[src/rtl/ps2_pkg.sv]
// Shared PS/2 scancode constants, hex-key lookup and receiver state type.
package ps2_pkg;

  localparam logic [7:0] PREFIX_EXT = 8'hE0;
  localparam logic [7:0] PREFIX_BRK = 8'hF0;
  localparam logic [7:0] KEY_BKSP   = 8'h66;
  localparam logic [7:0] KEY_ENTER  = 8'h5A;

  typedef enum logic [1:0] {
    IDLE  = 2'd0,
    RECV  = 2'd1,
    CHECK = 2'd2
  } rx_state_t;

  // Returns {hit, nibble}; hit is 0 for anything that is not a hex key.
  function automatic logic [4:0] scan_to_hex(input logic [7:0] sc);
    logic [4:0] r;
    case (sc)
      8'h45: r = {1'b1, 4'h0};
      8'h16: r = {1'b1, 4'h1};
      8'h1E: r = {1'b1, 4'h2};
      8'h26: r = {1'b1, 4'h3};
      8'h25: r = {1'b1, 4'h4};
      8'h2E: r = {1'b1, 4'h5};
      8'h36: r = {1'b1, 4'h6};
      8'h3D: r = {1'b1, 4'h7};
      8'h3E: r = {1'b1, 4'h8};
      8'h46: r = {1'b1, 4'h9};
      8'h1C: r = {1'b1, 4'hA};
      8'h32: r = {1'b1, 4'hB};
      8'h21: r = {1'b1, 4'hC};
      8'h23: r = {1'b1, 4'hD};
      8'h24: r = {1'b1, 4'hE};
      8'h2B: r = {1'b1, 4'hF};
      default: r = 5'd0;
    endcase
    return r;
  endfunction

endpackage

[src/rtl/ps2_frame_rx.sv]
// PS/2 frame receiver running entirely on clk: synchronise, filter the PS/2 clock,
// shift in 11-bit frames and validate start/parity/stop with an in-frame timeout.
module ps2_frame_rx
  import ps2_pkg::*;
#(
  parameter int SYNC_STAGES    = 2,
  parameter int FILTER_LEN     = 8,
  parameter int TIMEOUT_CYCLES = 100000
) (
  input  logic       clk,
  input  logic       reset,
  input  logic       keysig_clk,
  input  logic       keysig_data,
  output logic [7:0] code,
  output logic       code_valid,
  output logic       frame_err
);

  localparam int FW = $clog2(FILTER_LEN + 1);
  localparam int TW = $clog2(TIMEOUT_CYCLES + 1);

  logic [SYNC_STAGES-1:0] clk_sync;
  logic [SYNC_STAGES-1:0] data_sync;
  logic                   filt;
  logic [FW-1:0]          fcnt;
  logic                   tick;
  logic                   tick_data;

  rx_state_t   state;
  logic [3:0]  bit_cnt;
  logic [7:0]  shreg;
  logic        parity_bit;
  logic        stop_bit;
  logic [TW-1:0] timer;

  logic clk_s;
  logic data_s;
  assign clk_s  = clk_sync[SYNC_STAGES-1];
  assign data_s = data_sync[SYNC_STAGES-1];

  // The filtered clock flips after FILTER_LEN consecutive differing samples;
  // a 1->0 flip is a tick and captures the data line at the same moment.
  always_ff @(posedge clk or posedge reset) begin
    if (reset) begin
      clk_sync  <= '1;
      data_sync <= '1;
      filt      <= 1'b1;
      fcnt      <= '0;
      tick      <= 1'b0;
      tick_data <= 1'b1;
    end else begin
      clk_sync  <= {clk_sync[SYNC_STAGES-2:0], keysig_clk};
      data_sync <= {data_sync[SYNC_STAGES-2:0], keysig_data};
      tick      <= 1'b0;
      if (clk_s != filt) begin
        if (fcnt == FW'(FILTER_LEN - 1)) begin
          filt      <= clk_s;
          fcnt      <= '0;
          tick      <= filt;
          tick_data <= data_s;
        end else begin
          fcnt <= fcnt + 1'b1;
        end
      end else begin
        fcnt <= '0;
      end
    end
  end

  always_ff @(posedge clk or posedge reset) begin
    if (reset) begin
      state      <= IDLE;
      bit_cnt    <= '0;
      shreg      <= '0;
      parity_bit <= 1'b0;
      stop_bit   <= 1'b0;
      timer      <= '0;
      code       <= '0;
      code_valid <= 1'b0;
      frame_err  <= 1'b0;
    end else begin
      code_valid <= 1'b0;
      frame_err  <= 1'b0;
      if (tick || state != RECV) timer <= '0;
      else                       timer <= timer + 1'b1;
      case (state)
        IDLE: begin
          if (tick) begin
            if (!tick_data) begin
              state   <= RECV;
              bit_cnt <= 4'd1;
            end else begin
              frame_err <= 1'b1;
            end
          end
        end
        RECV: begin
          if (tick) begin
            if (bit_cnt <= 4'd8)       shreg <= {tick_data, shreg[7:1]};
            else if (bit_cnt == 4'd9)  parity_bit <= tick_data;
            else begin
              stop_bit <= tick_data;
              state    <= CHECK;
            end
            bit_cnt <= bit_cnt + 4'd1;
          end else if (timer == TW'(TIMEOUT_CYCLES - 1)) begin
            frame_err <= 1'b1;
            state     <= IDLE;
            bit_cnt   <= '0;
          end
        end
        CHECK: begin
          // Odd parity over data+parity, and the stop bit must be high.
          if ((^{shreg, parity_bit}) && stop_bit) begin
            code       <= shreg;
            code_valid <= 1'b1;
          end else begin
            frame_err <= 1'b1;
          end
          state   <= IDLE;
          bit_cnt <= '0;
        end
        default: begin
          state   <= IDLE;
          bit_cnt <= '0;
        end
      endcase
    end
  end

endmodule

[src/rtl/ps2_hex_entry.sv]
// PS/2 hex keypad entry: frame receiver plus prefix tracking, scancode decode and
// a shift-register digit buffer with backspace, enter and clear.
module ps2_hex_entry
  import ps2_pkg::*;
#(
  parameter int NUM_DIGITS     = 4,
  parameter int SYNC_STAGES    = 2,
  parameter int FILTER_LEN     = 8,
  parameter int TIMEOUT_CYCLES = 100000
) (
  input  logic                    clk,
  input  logic                    reset,
  input  logic                    KEYSIG_CLK,
  input  logic                    KEYSIG_DATA,
  input  logic                    clear,
  output logic [4*NUM_DIGITS-1:0] digits,
  output logic [NUM_DIGITS-1:0]   valid_mask,
  output logic [7:0]              code,
  output logic                    code_valid,
  output logic                    key_event,
  output logic                    commit,
  output logic                    frame_err
);

  logic       ext_flag;
  logic       brk_flag;
  logic [4:0] hex;

  ps2_frame_rx #(
    .SYNC_STAGES    (SYNC_STAGES),
    .FILTER_LEN     (FILTER_LEN),
    .TIMEOUT_CYCLES (TIMEOUT_CYCLES)
  ) u_rx (
    .clk         (clk),
    .reset       (reset),
    .keysig_clk  (KEYSIG_CLK),
    .keysig_data (KEYSIG_DATA),
    .code        (code),
    .code_valid  (code_valid),
    .frame_err   (frame_err)
  );

  assign hex = scan_to_hex(code);

  always_ff @(posedge clk or posedge reset) begin
    if (reset) begin
      digits     <= '0;
      valid_mask <= '0;
      ext_flag   <= 1'b0;
      brk_flag   <= 1'b0;
      key_event  <= 1'b0;
      commit     <= 1'b0;
    end else begin
      key_event <= 1'b0;
      commit    <= 1'b0;
      if (code_valid) begin
        if (code == PREFIX_EXT) begin
          ext_flag <= 1'b1;
        end else if (code == PREFIX_BRK) begin
          brk_flag <= 1'b1;
        end else begin
          ext_flag <= 1'b0;
          brk_flag <= 1'b0;
          // Bytes following a prefix (break codes, extended keys) never touch the buffer.
          if (!ext_flag && !brk_flag) begin
            if (hex[4]) begin
              digits     <= {digits[4*NUM_DIGITS-5:0], hex[3:0]};
              valid_mask <= {valid_mask[NUM_DIGITS-2:0], 1'b1};
              key_event  <= !clear;
            end else if (code == KEY_BKSP && valid_mask != '0) begin
              digits     <= {4'h0, digits[4*NUM_DIGITS-1:4]};
              valid_mask <= valid_mask >> 1;
            end else if (code == KEY_ENTER) begin
              commit <= 1'b1;
            end
          end
        end
      end
      if (clear) begin
        digits     <= '0;
        valid_mask <= '0;
      end
    end
  end

endmodule
[config.mk]
export PLATFORM = sky130hd
export DESIGN_NAME = ps2_hex_entry
export DESIGN_NICKNAME = d
export VERILOG_FILES = /design/src/rtl/ps2_pkg.sv /design/src/rtl/ps2_frame_rx.sv /design/src/rtl/ps2_hex_entry.sv
export SDC_FILE = /design/constraint.sdc
export NUM_CORES = 1
export LEC_CHECK = 0
export ABC_AREA = 1
export CORE_UTILIZATION = 58
export DETAILED_ROUTE_END_ITERATION = 12
export GPL_ROUTABILITY_DRIVEN = 0
export PLACE_DENSITY = 0.8
export SYNTH_ARGS = -nofsm -noshare
export SYNTH_HDL_FRONTEND = slang
export SYNTH_SLANG_ARGS = --single-unit
[constraint.sdc]
create_clock -name clk -period 3.2 [get_ports clk]
set_input_delay 0.48 -clock clk [delete_from_list [all_inputs] [get_ports clk]]
set_output_delay 0.48 -clock clk [all_outputs]
set_load 0.005 [all_outputs]
* Word level (Yosys, flattened, before mapping) *
Index checks and enable logic that the tools add are counted.

cells by class
  bitwise gates (word level) = 3
  reductions and logical operators = 23
  $lt $le $gt $ge = 1
  equality and inequality tests = 35
  mux-type cells = 55
  add/sub/neg operators = 3

operator list
  operator                                                          number
  16-bit two-way mux                                                7
  8-bit by 6-bit == test with 1-bit output (second input constant)  11
  5-bit case mux with 16 select lines                               1
  4-bit two-way mux                                                 13
  8-bit by 7-bit == test with 1-bit output (second input constant)  4
  8-bit by 5-bit == test with 1-bit output (second input constant)  3
  1-bit two-way mux                                                 24
  17-bit by 1-bit adder with 17-bit output (second input constant)  1
  17-bit == test (second input constant)                            1
  17-bit two-way mux                                                1
  8-bit == test (second input constant)                             2
  2-bit two-way mux                                                 6
  5-bit AND reduction                                               2
  9-bit XOR reduction                                               1
  4-bit by 1-bit adder with 4-bit output (second input constant)    2
  2-bit != test (second input constant)                             4
  4-bit case mux with 2 select lines                                1
  2-bit AND reduction                                               4
  4-bit AND reduction                                               2
  3-bit != test (second input constant)                             2
  3-bit AND reduction                                               2
  4-bit by 3-bit == test with 1-bit output (second input constant)  1
  4-bit == test (second input constant)                             1
  4-bit <= comparator (second input constant)                       1
  15 further kinds                                                  23

word-level totals
  register bits = 78
  output and inout port bits = 32
  input port bits = 5

* Logic depth before layout (Yosys ltp) *
  depth in word-level cells = 9
  mapped depth = 14

* Modules after synthesis *
A second synthesis with hierarchy kept.

unflattened totals
  cells, all modules = 596
  area, all modules = 4443.0 um^2

modules (own cells, without submodules)
  module         instances  cells each  area each (um^2)
  ps2_frame_rx   1          337         2738.9
  ps2_hex_entry  1          259         1704.1

* Worst setup path before layout *
No wires, ideal clock.

  kind = register -> register
  start = reg u_rx.timer[0]
  end = reg u_rx.timer[14]
  stages on the path, launching flop included = 12
  arrival = 1.506 ns
  setup time = 0.120 ns
  slack = 1.575 ns
  cells stage by stage = dfrtp_1 ha_1 nand2_1 inv_1 nand2_1 nor3_1 nand2_1 nor2_1 nand2_1 inv_1 nand2_1 and3_1

on the way
  longest elaborated chain between the ends = 2

ends and longest elaborated chain
  what                                      RTL line            source
  start, declared                           ps2_frame_rx.sv:34  logic [TW-1:0] timer;
  start signal, assigned                    ps2_frame_rx.sv:85  else timer <= timer + 1'b1;
  17-bit by 1-bit adder with 17-bit output  ps2_frame_rx.sv:85
  17-bit two-way mux                        ps2_frame_rx.sv:84  if (tick || state != RECV) timer <= '0;

Every way passes these cells.
A chain may end at the register's enable or synchronous reset.

* Final worst setup path *
  start = reg u_rx.code[0]
  end = reg digits[1]

on the way
  longest elaborated chain between the ends = 8
  elaborated cells between the ends (all ways) = 31

ends and longest elaborated chain
  what                                                                    RTL line             source
  start, declared                                                         ps2_frame_rx.sv:14   output logic [7:0] code,
  start signal, assigned                                                  ps2_frame_rx.sv:115  code <= shreg;
  8-bit by 6-bit == test with 1-bit output, or another cell as far along  ps2_pkg.sv:18        case (sc)
  5-bit case mux with 16 select lines                                     ps2_pkg.sv:18
  16-bit two-way mux                                                      ps2_hex_entry.sv:66  if (hex[4]) begin
  16-bit two-way mux                                                      ps2_hex_entry.sv:65  if (!ext_flag && !brk_flag) begin
  16-bit two-way mux                                                      ps2_hex_entry.sv:59  end else if (code == PREFIX_BRK) begin
  16-bit two-way mux                                                      ps2_hex_entry.sv:57  if (code == PREFIX_EXT) begin
  16-bit two-way mux                                                      ps2_hex_entry.sv:56  if (code_valid) begin
  16-bit two-way mux                                                      ps2_hex_entry.sv:79  if (clear) begin
  end signal, assigned                                                    ps2_hex_entry.sv:67  digits <= {digits[4*NUM_DIGITS-5:0], hex[3:0]};
  end signal, assigned                                                    ps2_hex_entry.sv:71  digits <= {4'h0, digits[4*NUM_DIGITS-1:4]};
  end, declared                                                           ps2_hex_entry.sv:16  output logic [4*NUM_DIGITS-1:0] digits,

Several ways; a longest one is shown, not always the timed one. The select of a mux whose other input is x is not followed.

==> flow_summary.toml <==
[outcome]
status = "complete, no violations"

[clock_tree]
insertion_delay_ns = 0.34
cts_resized = 0
cts_root_buffer = "clkbuf_8"
cts_hold_buf = 0
path_clk_slew_ns = 0.08
ctsHtreeMaxLevel = 3
cts-buffers-inserted = 9
cts_tree = "built"
cts_buffer_depth = 2
cts_num_sinks = 78
cts_setup_buffers = 0

[finish]
area_delta_synth_final_pct = 14.7
fin_util_pct = 70.4
drive_above_1_share_pct = 8.70
final_cell_count_no_fill = 705
diodes = 0
nets = 614
fill_cells = 556
final_cell_mix = "nand2_1, nor2_1, dfrtp_1, nand3_1, inv_1"
finish.instance_area_um2 = 4890
layout.cells.most_common = "nand2_1"

[power]
peakVddDrop_uv = 307
p_leak_nw = 2.42
cellPowerDensity_nw_per_um2 = 409
p_total_mw = 2.00

[setup_path]
critical_path.max_fanout = 21
criticalPathCategory = "register to register"
slowest_delay_ns = 0.53
worstPathArrival_ns = 2.35
crit_chain = "inv_2, nand2_2, nor2_2, nand2_1, nand2_1, nor2_2, nand2_2, nor2_8, nand2_4, nand2_4, nand2_1, nand2_1, nand2_1"
end_kind = "register"
startpoint_type = "register"
crit_top_cell = "nand2_1"
required_ns = 3.44
worst_path_max_delay_cell = "dfrtp_1"
ff2ff_path_depth = 13

[timing]
fmax_mhz = 472
setup_violations = 0
timing.final.crit_share_pct = 66.2
fin_skew_ns = 0.00931
finalHoldViolations = 0
maxSlewViolCount = 0
rsz0062_at_grt = "no"
worst_pin_slew_ns = 0.914
final.setup.tns_ns = 0
slew_headroom_pct = 39.0
layout_min_cycle_time_ns = 2.12

[floorplanning]
initial_core_util_pct = 61.4
io_pins = 37
std_cell_rows = 30
die_h_um = 87.7
core_area_um2 = 6940
die_width_um = 87.7
dieArea_um2 = 7700

[routing]
drt-total-wl_mm = 9.21
avgViaCountPerCell = 5.38
drc = 0
vias = 3793
firstDrtPassIters = 4
wire_per_inst_um = 13.1
ant_nets = 0
drtIter0Drc = 297

[yosys]
yosysSeqAreaShare_pct = 46.0
ys_ff_latch = 78
yosysWarnings = 0
synth_area_leaders = "dfrtp_1, nand2_1, nor2_1"
synth_cell_types = 39
synth_edf_count = 0
syn-num-nets = 579
synth_top_cell_by_area = "dfrtp_1"
netlist_area_um2 = 4260
synth_top_area_share_pct = 42.3
postSynthAreaPerCell_um2 = 7.49
ys_async_sr_fraction_pct = 100
ys_dominant_reg_cell = "dfrtp_1"
synth_cells = 569

[flow_run]
drv_cap = 0

[placement]
dpl_cell_area_um2 = 4680
dp_hpwl_mm = 6.71
dp.cells = 689
io_buffers = 36

[grt]
grt_util_all_layers_pct = 26.5
grt_pass1_vias = 3672
overflow = 0
grt_antenna_before_repair = 0
grt_first_pass_wirelength_mm = 16.0
grt_max_degree = 35

[worst_hold_path]
hp-class = "register to register"
min_path_cells = 0
layout make-up:
class	count	area (um^2)	area share (%)
Timing Repair Buffer	38	388	7.93
Inverter	55	206	4.22
Multi-Input combinational cell	422	2000	40.9
Clock inverter	6	86.3	1.77
Clock buffer	10	128	2.61
Sequential cell	78	1960	40.1
Tap cell	96	120	2.46
per-layer routing:
layer | vias to the layer above | routed length (um) | part of all wire (%) | global-route usage, %
met4 | 0 | 137 | 1.5 | 9.69
met5 | - | 0 | 0 | 0
met2 | 118 | 4580 | 50 | 45.0
li1 | 1875 | - | - | -
met3 | 15 | 459 | 5.0 | 4.43
met1 | 1785 | 4040 | 44 | 34.2
cells by family after synthesis:
kind of cell             count (synthesis)  share of synthesized area (%)
AND/OR/NAND/NOR                        362                           37.0
buffers and inverters                   69                           7.07
AO/OA/AOI/OAI                           42                           5.64
flip-flops                              78                           46.0
XOR/XNOR                                13                           2.85
adder cells (fa/ha/maj)                  5                           1.47
sequential cells by signal, summed over array words and instances (netlist names), 2 cells and up:
register and count:
digits 16, u_rx.bit_cnt 4, u_rx.clk_sync 2, u_rx.code 8, u_rx.data_sync 2, u_rx.fcnt 4
u_rx.shreg 8, u_rx.state 2, u_rx.timer 17, valid_mask 4
Yosys cell counts (2+ instances only):
master / instances
a21oi_1: 13
a31oi_1: 3
buf_2: 3
buf_4: 4
buf_6: 3
clkbuf_1: 3
dfrtp_1: 72
dfstp_2: 6
ha_1: 5
inv_1: 48
inv_2: 6
nand2_1: 186
nand2_2: 5
nand2_4: 2
nand3_1: 53
nand3_2: 2
nand4_1: 14
nor2_1: 72
nor2_2: 7
nor3_1: 14
o21a_1: 2
o21ai_0: 18
or2_2: 2
xnor2_1: 7
xor2_1: 5
final timing paths:
path / end / from / slack, ns
setup / recovery: digits[1]$_DFFE_PP0P_ / u_rx.code[0]$_DFFE_PP0P_ / 1.08
setup reg to reg: digits[1]$_DFFE_PP0P_ / u_rx.code[0]$_DFFE_PP0P_ / 1.08
hold reg to reg: u_rx.clk_sync[1]$_DFF_PP1_ / u_rx.clk_sync[0]$_DFF_PP1_ / 0.35
hold / removal: u_rx.clk_sync[1]$_DFF_PP1_ / u_rx.clk_sync[0]$_DFF_PP1_ / 0.35
min in group asynchronous: u_rx.fcnt[0]$_DFF_PP0_ / reset / 0.46
max in group asynchronous: u_rx.data_sync[1]$_DFF_PP1_ / reset / 2.02
through the flow:
step           setup WS, ns  hold slack [ns]
3_3_place_gp           1.04            0.346
3_5_place_dp          0.995            0.348
6_report               1.08            0.353
4_1_cts                1.10            0.356
5_1_grt               0.853            0.361
2_1_floorplan         0.735            0.345
where the power goes:
part	total (mW)	internal [mW]	switching (mW)	leakage (nW)
clock	0.807	0.439	0.369	0.106
combinational	0.132	0.0451	0.0870	1.25
sequential	1.06	1.03	0.0296	1.07
worst max-delay path: cells and delay by family (launching register included):
| kind | cells | cell delay (ns) |
|---|---|---|
| buffers and inverters | 1 | 0.08 |
| AND/OR/NAND/NOR | 12 | 1.41 |
| flip-flops | 1 | 0.53 |
No activity file was read; power rests on OpenSTA's default activity.
